## config.mk

```make
export PLATFORM = sky130hd
export DESIGN_NAME = burst_rom
export DESIGN_NICKNAME = d
export VERILOG_FILES = /design/src/rtl/burst_rom.sv
export SDC_FILE = /design/constraint.sdc
export NUM_CORES = 1
export LEC_CHECK = 0
export CAP_MARGIN = 40
export CORE_ASPECT_RATIO = 0.8
export CORE_MARGIN = 1
export CORE_UTILIZATION = 50
export DETAILED_ROUTE_END_ITERATION = 6
export DONT_BUFFER_PORTS = 1
export PLACE_DENSITY = 0.67
export SLEW_MARGIN = 20
export SYNTH_ARGS = -nofsm -noshare
export SYNTH_HDL_FRONTEND = slang
export SYNTH_SLANG_ARGS = --single-unit
```

## constraint.sdc

```tcl
create_clock -name clk -period 4.6 [get_ports clk]
set_input_delay 0.92 -clock clk [delete_from_list [all_inputs] [get_ports clk]]
set_output_delay 0.92 -clock clk [all_outputs]
set_load 0.02 [all_outputs]
```

## src/rtl/burst_rom.sv

```systemverilog
// ----------------------------------------------------------------------------
// burst_rom
//   Constant lookup ROM holding an arithmetic sequence
//   ROM[i] = (BASE + STEP*i) mod 2^DATA_W for i = 0..DEPTH-1.
//   It accepts one request at a time through a valid/ready handshake.
//   It then streams (req_len + 1) words, starting at req_addr, one word per
//   cycle. The address wraps from DEPTH-1 back to 0. A start address at or
//   above DEPTH gives a single error beat with zero data.
//
// Ports
//   clk           in   rising-edge clock
//   rst_n         in   asynchronous active-low reset
//   i_req_valid   in   request present
//   o_req_ready   out  block is idle and can accept a request
//   i_req_addr    in   burst start address            [ADDR_W]
//   i_req_len     in   beats minus one (0 = single)   [ADDR_W]
//   o_rsp_valid   out  response word valid
//   i_rsp_ready   in   consumer accepts the word
//   o_rsp_data    out  ROM word                       [DATA_W]
//   o_rsp_last    out  final beat of the burst
//   o_rsp_err     out  start address was out of range
//   o_busy        out  burst in progress (state != IDLE)
// ----------------------------------------------------------------------------
module burst_rom #(
   parameter int DATA_W = 8,
   parameter int ADDR_W = 4,
   parameter int DEPTH  = 16,
   parameter int BASE   = 0,
   parameter int STEP   = 2
) (
   input  logic              clk,
   input  logic              rst_n,
   input  logic              i_req_valid,
   output logic              o_req_ready,
   input  logic [ADDR_W-1:0] i_req_addr,
   input  logic [ADDR_W-1:0] i_req_len,
   output logic              o_rsp_valid,
   input  logic              i_rsp_ready,
   output logic [DATA_W-1:0] o_rsp_data,
   output logic              o_rsp_last,
   output logic              o_rsp_err,
   output logic              o_busy
);

   typedef enum logic [1:0] {
      S_IDLE   = 2'd0,
      S_STREAM = 2'd1,
      S_LAST   = 2'd2
   } state_t;

   // The table is padded to a power of two so any ADDR_W-bit pointer indexes it
   // safely. Entries at DEPTH and above are never read as data.
   localparam int              ROM_N   = 1 << ADDR_W;
   localparam logic [ADDR_W:0] L_DEPTH = (ADDR_W + 1)'(DEPTH);

   // Table entry value. The value is computed in integer width, then truncated.
   function automatic logic [DATA_W-1:0] rom_entry(input int idx);
      int v;
      v = BASE + STEP * idx;
      return DATA_W'(v);
   endfunction

   // Pointer increment. The pointer wraps at DEPTH, not at 2^ADDR_W.
   function automatic logic [ADDR_W-1:0] wrap_inc(input logic [ADDR_W-1:0] x);
      logic [ADDR_W:0] n;
      n = {1'b0, x} + (ADDR_W + 1)'(1);
      if (n == L_DEPTH) begin
         return '0;
      end else begin
         return n[ADDR_W-1:0];
      end
   endfunction

   logic [DATA_W-1:0] w_rom [ROM_N];

   for (genvar g = 0; g < ROM_N; g++) begin : g_rom
      if (g < DEPTH) begin : g_used
         assign w_rom[g] = rom_entry(g);
      end else begin : g_pad
         assign w_rom[g] = '0;
      end
   end

   state_t            r_state;
   logic [ADDR_W-1:0] r_ptr;
   logic [ADDR_W-1:0] r_rem;
   logic              r_rsp_valid;
   logic [DATA_W-1:0] r_rsp_data;
   logic              r_rsp_last;
   logic              r_rsp_err;

   state_t            w_state_nxt;
   logic [ADDR_W-1:0] w_ptr_nxt;
   logic [ADDR_W-1:0] w_rem_nxt;
   logic              w_valid_nxt;
   logic [DATA_W-1:0] w_data_nxt;
   logic              w_last_nxt;
   logic              w_err_nxt;
   logic              w_in_range;

   assign w_in_range = ({1'b0, i_req_addr} < L_DEPTH);

   // Next-state and next-datapath logic. Every register holds unless a
   // handshake occurs.
   always_comb begin
      w_state_nxt = r_state;
      w_ptr_nxt   = r_ptr;
      w_rem_nxt   = r_rem;
      w_valid_nxt = r_rsp_valid;
      w_data_nxt  = r_rsp_data;
      w_last_nxt  = r_rsp_last;
      w_err_nxt   = r_rsp_err;
      case (r_state)
         S_IDLE: begin
            if (i_req_valid) begin
               w_valid_nxt = 1'b1;
               if (w_in_range) begin
                  w_data_nxt  = w_rom[i_req_addr];
                  w_err_nxt   = 1'b0;
                  w_last_nxt  = (i_req_len == '0);
                  w_ptr_nxt   = wrap_inc(i_req_addr);
                  // rem underflows for len==0. It is never used because
                  // the block goes straight to LAST in that case.
                  w_rem_nxt   = i_req_len - ADDR_W'(1);
                  w_state_nxt = (i_req_len == '0) ? S_LAST : S_STREAM;
               end else begin
                  w_data_nxt  = '0;
                  w_err_nxt   = 1'b1;
                  w_last_nxt  = 1'b1;
                  w_state_nxt = S_LAST;
               end
            end else begin
               w_state_nxt = S_IDLE;
            end
         end
         S_STREAM: begin
            if (i_rsp_ready) begin
               w_data_nxt = w_rom[r_ptr];
               w_last_nxt = (r_rem == '0);
               w_ptr_nxt  = wrap_inc(r_ptr);
               w_rem_nxt  = r_rem - ADDR_W'(1);
               if (r_rem == '0) begin
                  w_state_nxt = S_LAST;
               end else begin
                  w_state_nxt = S_STREAM;
               end
            end else begin
               w_state_nxt = S_STREAM;
            end
         end
         S_LAST: begin
            if (i_rsp_ready) begin
               w_valid_nxt = 1'b0;
               w_last_nxt  = 1'b0;
               w_err_nxt   = 1'b0;
               w_state_nxt = S_IDLE;
            end else begin
               w_state_nxt = S_LAST;
            end
         end
         default: begin
            w_state_nxt = S_IDLE;
            w_valid_nxt = 1'b0;
            w_last_nxt  = 1'b0;
            w_err_nxt   = 1'b0;
         end
      endcase
   end

   // State register.
   always_ff @(posedge clk or negedge rst_n) begin
      if (!rst_n) begin
         r_state <= S_IDLE;
      end else begin
         r_state <= w_state_nxt;
      end
   end

   // Datapath and response registers.
   always_ff @(posedge clk or negedge rst_n) begin
      if (!rst_n) begin
         r_ptr       <= '0;
         r_rem       <= '0;
         r_rsp_valid <= 1'b0;
         r_rsp_data  <= '0;
         r_rsp_last  <= 1'b0;
         r_rsp_err   <= 1'b0;
      end else begin
         r_ptr       <= w_ptr_nxt;
         r_rem       <= w_rem_nxt;
         r_rsp_valid <= w_valid_nxt;
         r_rsp_data  <= w_data_nxt;
         r_rsp_last  <= w_last_nxt;
         r_rsp_err   <= w_err_nxt;
      end
   end

   assign o_req_ready = (r_state == S_IDLE);
   assign o_busy      = (r_state != S_IDLE);
   assign o_rsp_valid = r_rsp_valid;
   assign o_rsp_data  = r_rsp_data;
   assign o_rsp_last  = r_rsp_last;
   assign o_rsp_err   = r_rsp_err;

endmodule

```

======== Word level (Yosys, flattened, before mapping) ========
Memory sizes are Yosys's and may differ from the RTL's.
Index checks and enable logic that the tools add are counted.
cells by class
  add/subtract/negate cells ............... 4
  $mul .................................... 0
  divide/modulo/power cells ............... 0
  $lt $le $gt $ge ......................... 2
  equality and inequality tests ........... 7
  shift operators ......................... 0
  muxes and demuxes ....................... 29
  bitwise logic cells ..................... 3
  reduce and logical (&&, ||, !) cells .... 8
operator list
  cell                                                      number
  2-to-1 mux 8 bit                                          6
  2-to-1 mux 4 bit                                          6
  case mux 4 bit (2 select lines)                           2
  case mux 8 bit (2 select lines)                           1
  adder 4 x 1 -> 5 bit, second input constant               2
  == test 5 bit, second input constant                      2
  greater-or-equal comparator 5 bit, second input constant  2
  2-to-1 mux 2 bit                                          5
  inverter 4 -> 5 bit                                       2
  case mux 1 bit (3 select lines)                           3
  AND reduction 3 bit                                       3
  zero test 4 bit                                           2
  subtractor 4 x 1 -> 4 bit, second input constant          2
  != test 2 bit, second input constant                      3
  case mux 2 bit (3 select lines)                           1
  2-to-1 mux 1 bit                                          5
  nonzero test 2 bit                                        2
  == test 2 x 1 -> 1 bit, second input constant             1
  == test 2 bit, second input constant                      1
  zero test 2 bit                                           1
  inverter 1 bit                                            1
storage, ports and cells
  flip-flop bits (word level) ............. 21
  bits in latches ......................... 0
  bits in writable memories ............... 0
  bits in read-only memories .............. 256
  output and inout port bits .............. 13
  logic and storage cells ................. 62
  memories ................................ 2
memory list
  memory           depth  width  rd ports  clocked after Yosys merged registers in  wr ports  RTL line  RTL
  (no name shown)  16     8      1         0                                        0         138       w_data_nxt = w_rom[r_ptr];
  (no name shown)  16     8      1         0                                        0         118       w_data_nxt = w_rom[i_req_addr];

======== Longest topological paths before layout ========
  depth in word-level cells ............... 6
  mapped depth ............................ 8

======== Worst setup path before layout ========
No wires, ideal clock.
  path kind ............................... reg2out
  start point ............................. register r_state[1]
  end point ............................... output port o_req_ready
  data arrival time ....................... 1,101 ps
  path slack .............................. 2,579 ps
  cell stages (with the launch flop) ...... 4
  path through ............................ dfrtp_1 -> clkbuf_1 -> or2_2 -> inv_1
on the way
  word-level cells in the longest chain between the ends .. 1
ends and longest elaborated chain
  item                    RTL line  RTL
  from (decl)             84        state_t r_state;
  from (signal assigned)  175       r_state <= w_state_nxt;
  zero test 2 bit         198       assign o_req_ready = (r_state == S_IDLE);
  to (decl)               34        output logic o_req_ready,
Every way passes these cells.

======== Worst setup path after layout ========
  start point ............................. register r_state[0]
  end point ............................... output port o_req_ready
Same word-level chain as after synthesis.

==> results.json <==
{
  "status": "finished clean",
  "finClkSkew_ns": 0.00790,
  "row_count": 14,
  "cts_resized": 0,
  "coreArea_mm2": 0.00189,
  "syn_inst": 119,
  "crit_path_end_kind": "output port",
  "die_width_um": 52.1,
  "insertion_delay_ns": 0.29,
  "path_clk_slew_ns": 0.10,
  "dp_hpwl_um": 1470,
  "top_layer": "met4",
  "die_y_um": 42.1,
  "r2r_cells": 6,
  "antenna_found_initial": 0,
  "final_cells": 140,
  "crit_fanout": 12,
  "drt-total-wl_um": 2010,
  "max-slew-margin-rel": 0.483,
  "synth-seq-cells": 16,
  "antenna_left": 0,
  "synth_area_mm2": 0.00100,
  "syn_avg_cell_area_um2": 8.44,
  "crit_type": "flip-flop to output port",
  "wl_met1_um": 987,
  "setup_viol": 0,
  "dp_slack_ns": 2.32,
  "slew_viol_final": 0,
  "utilization": 0.534,
  "required_ns": 3.68,
  "post_drt_wl_per_cell_um": 14.3,
  "cts_tree": "built",
  "grt_use_total": 0.209,
  "tns_ns": 0,
  "hold_slack_ns": 0.308,
  "fmax_mhz": 427,
  "initial_utilization": 0.531,
  "drc": 0,
  "r2r_slack_ns": 2.52,
  "grt_pass1_vias": 746,
  "async_flop_share": 1.00,
  "synth_cell_types": 36,
  "fin_nets": 133,
  "placed_cell_area_um2": 987,
  "post-cts-setup-buffers": 0,
  "routed_via_density": 5.91,
  "yosys_warnings": 0,
  "grt-ovfl-total": 0,
  "synth_enable_flop_cells": 0,
  "post-place-cells": 137,
  "grt_pass1_wl_um": 3350,
  "vdd.ir_drop.worst_v": 0.000372,
  "vias": 827,
  "p_leak_nw": 0.456,
  "n_antenna_cell": 0,
  "finalCritPeriodShare": 0.510,
  "dieArea_mm2": 0.00219,
  "ctsHoldBuffers": 0,
  "place.gp.congestion": 0.824,
  "wl_met2_um": 894,
  "startpoint_type": "flip-flop",
  "min_period_ns": 2.34,
  "r2r-start": "r_state[0]",
  "root_buffer": "clkbuf_4",
  "cts_buffer_depth": 2,
  "hold_viol": 0,
  "power_density_mw_per_mm2": 690,
  "min_path_type": "input port to async pin",
  "area_delta_synth_final_pct": 0.498,
  "nFillCells": 175,
  "drt_iter0_drc": 18,
  "io_pins": 25,
  "stdcell_area_mm2": 0.00101,
  "total_power_mw": 0.696,
  "max_cap_viol_count": 0,
  "wl_met3_um": 109,
  "ys.flop_type": "dfrtp_1",
  "seq_area_frac_synth": 0.399,
  "arrival_ns": 1.42,
  "cts.sinks": 16,
  "cts-buffers-inserted": 3,
  "cts_max_level": 1,
  "rsz0062_at_grt": "no",
  "r2r_end": "r_rem[2]",
  "first_pass_iters": 4,
  "drive_gt1_frac": 0.0776,
  "tightest_slew_ns": 0.775,
  "grt_max_degree": 20,
  "port_buffers": 0,
  "worst_slack_ns": 2.26
}
==> critical path, stage by stage, from the launching register on <==
cell and delay (ns):
dfrtp_1 0.52, or2_2 0.42, inv_1 0.20
==> cells in the final DEF, fill, tap and decap left out, drive strengths merged <==
master   count
nand2       21
dfrtp       16
nor2        11
a21oi       11
a31oi        5
nand3        5
conb         5
o22ai        4
o21ai        4
nor2b        3
inv          3
nand2b       3
ha           3
clkbuf       3
mux2i        2
or3          2
or2          1
nor4         1
xor2         1
xnor2        1
nand3b       1
o31ai        1
a21o         1
a2111oi      1
a311oi       1
a22o         1
mux2         1
o2bb2ai      1
o2111ai      1
nand4b       1
buf          1
==> sequential cells by signal, indices dropped and copies added, names as in the netlist <==
name and flops:
r_ptr 4, r_rem 4, o_rsp_valid 1, o_rsp_data 4, r_state 2, o_rsp_last 1
==> logic make-up (layout without fill, tap and decap cells) <==
group | after synthesis | after routing | synth area share
simple gates | 49 | 49 | 0.228
compound gates | 31 | 31 | 0.199
mux | 3 | 3 | 0.0349
xor+xnor | 2 | 2 | 0.0174
other cells | 1 | 5 | 0.00373
buf+inv | 14 | 7 | 0.0809
fa+ha+maj | 3 | 3 | 0.0374
flops | 16 | 16 | 0.399
==> routing by layer <==
layer	up-vias	track usage
li1	406	-
met1	398	0.303
met2	21	0.285
met3	2	0.0797
met4	0	0.0649
met5	-	0
==> where the power goes <==
part / total, mW / internal (mW) / switching [mW]
Sequential: 0.298 / 0.206 / 0.0915
Combinational: 0.323 / 0.132 / 0.191
Clock: 0.0761 / 0.0304 / 0.0457
==> layout make-up <==
cell class                 instances  area, um2  share of cell area
multi-input combinational         93        538               0.533
timing repair buffer               1       7.51             0.00743
inverter                           3       11.3              0.0112
sequential                        16        400               0.397
tap                               24       30.0              0.0297
clock buffer                       3       22.5              0.0223
==> Yosys cell counts, types with 2 or more instances <==
cell | number | area (um2)
nand2_1 | 21 | 78.8
dfrtp_1 | 16 | 400
nor2_1 | 11 | 41.3
a21oi_1 | 10 | 50.1
a31oi_1 | 5 | 31.3
buf_4 | 5 | 37.5
nand3_1 | 5 | 25.0
o21ai_0 | 4 | 20.0
o22ai_1 | 4 | 25.0
clkbuf_1 | 3 | 11.3
ha_1 | 3 | 37.5
inv_1 | 3 | 11.3
nand2b_1 | 3 | 18.8
nor2b_1 | 3 | 18.8
mux2i_1 | 2 | 20.0
==> worst max path at each step <==
stage / from / end / slack [ns] / cells after the start
floorplan: r_state[1] / o_req_ready / 2.58 / 3
CTS: r_state[1] / o_req_ready / 2.25 / 2
global placement: r_state[0] / r_rem[2] / 2.27 / 6
global route: r_state[1] / o_req_ready / 2.18 / 2
detailed placement: i_req_valid / r_ptr[0] / 2.32 / 4
finish: r_state[0] / o_req_ready / 2.26 / 2
Power figures use the tool's default switching activity.
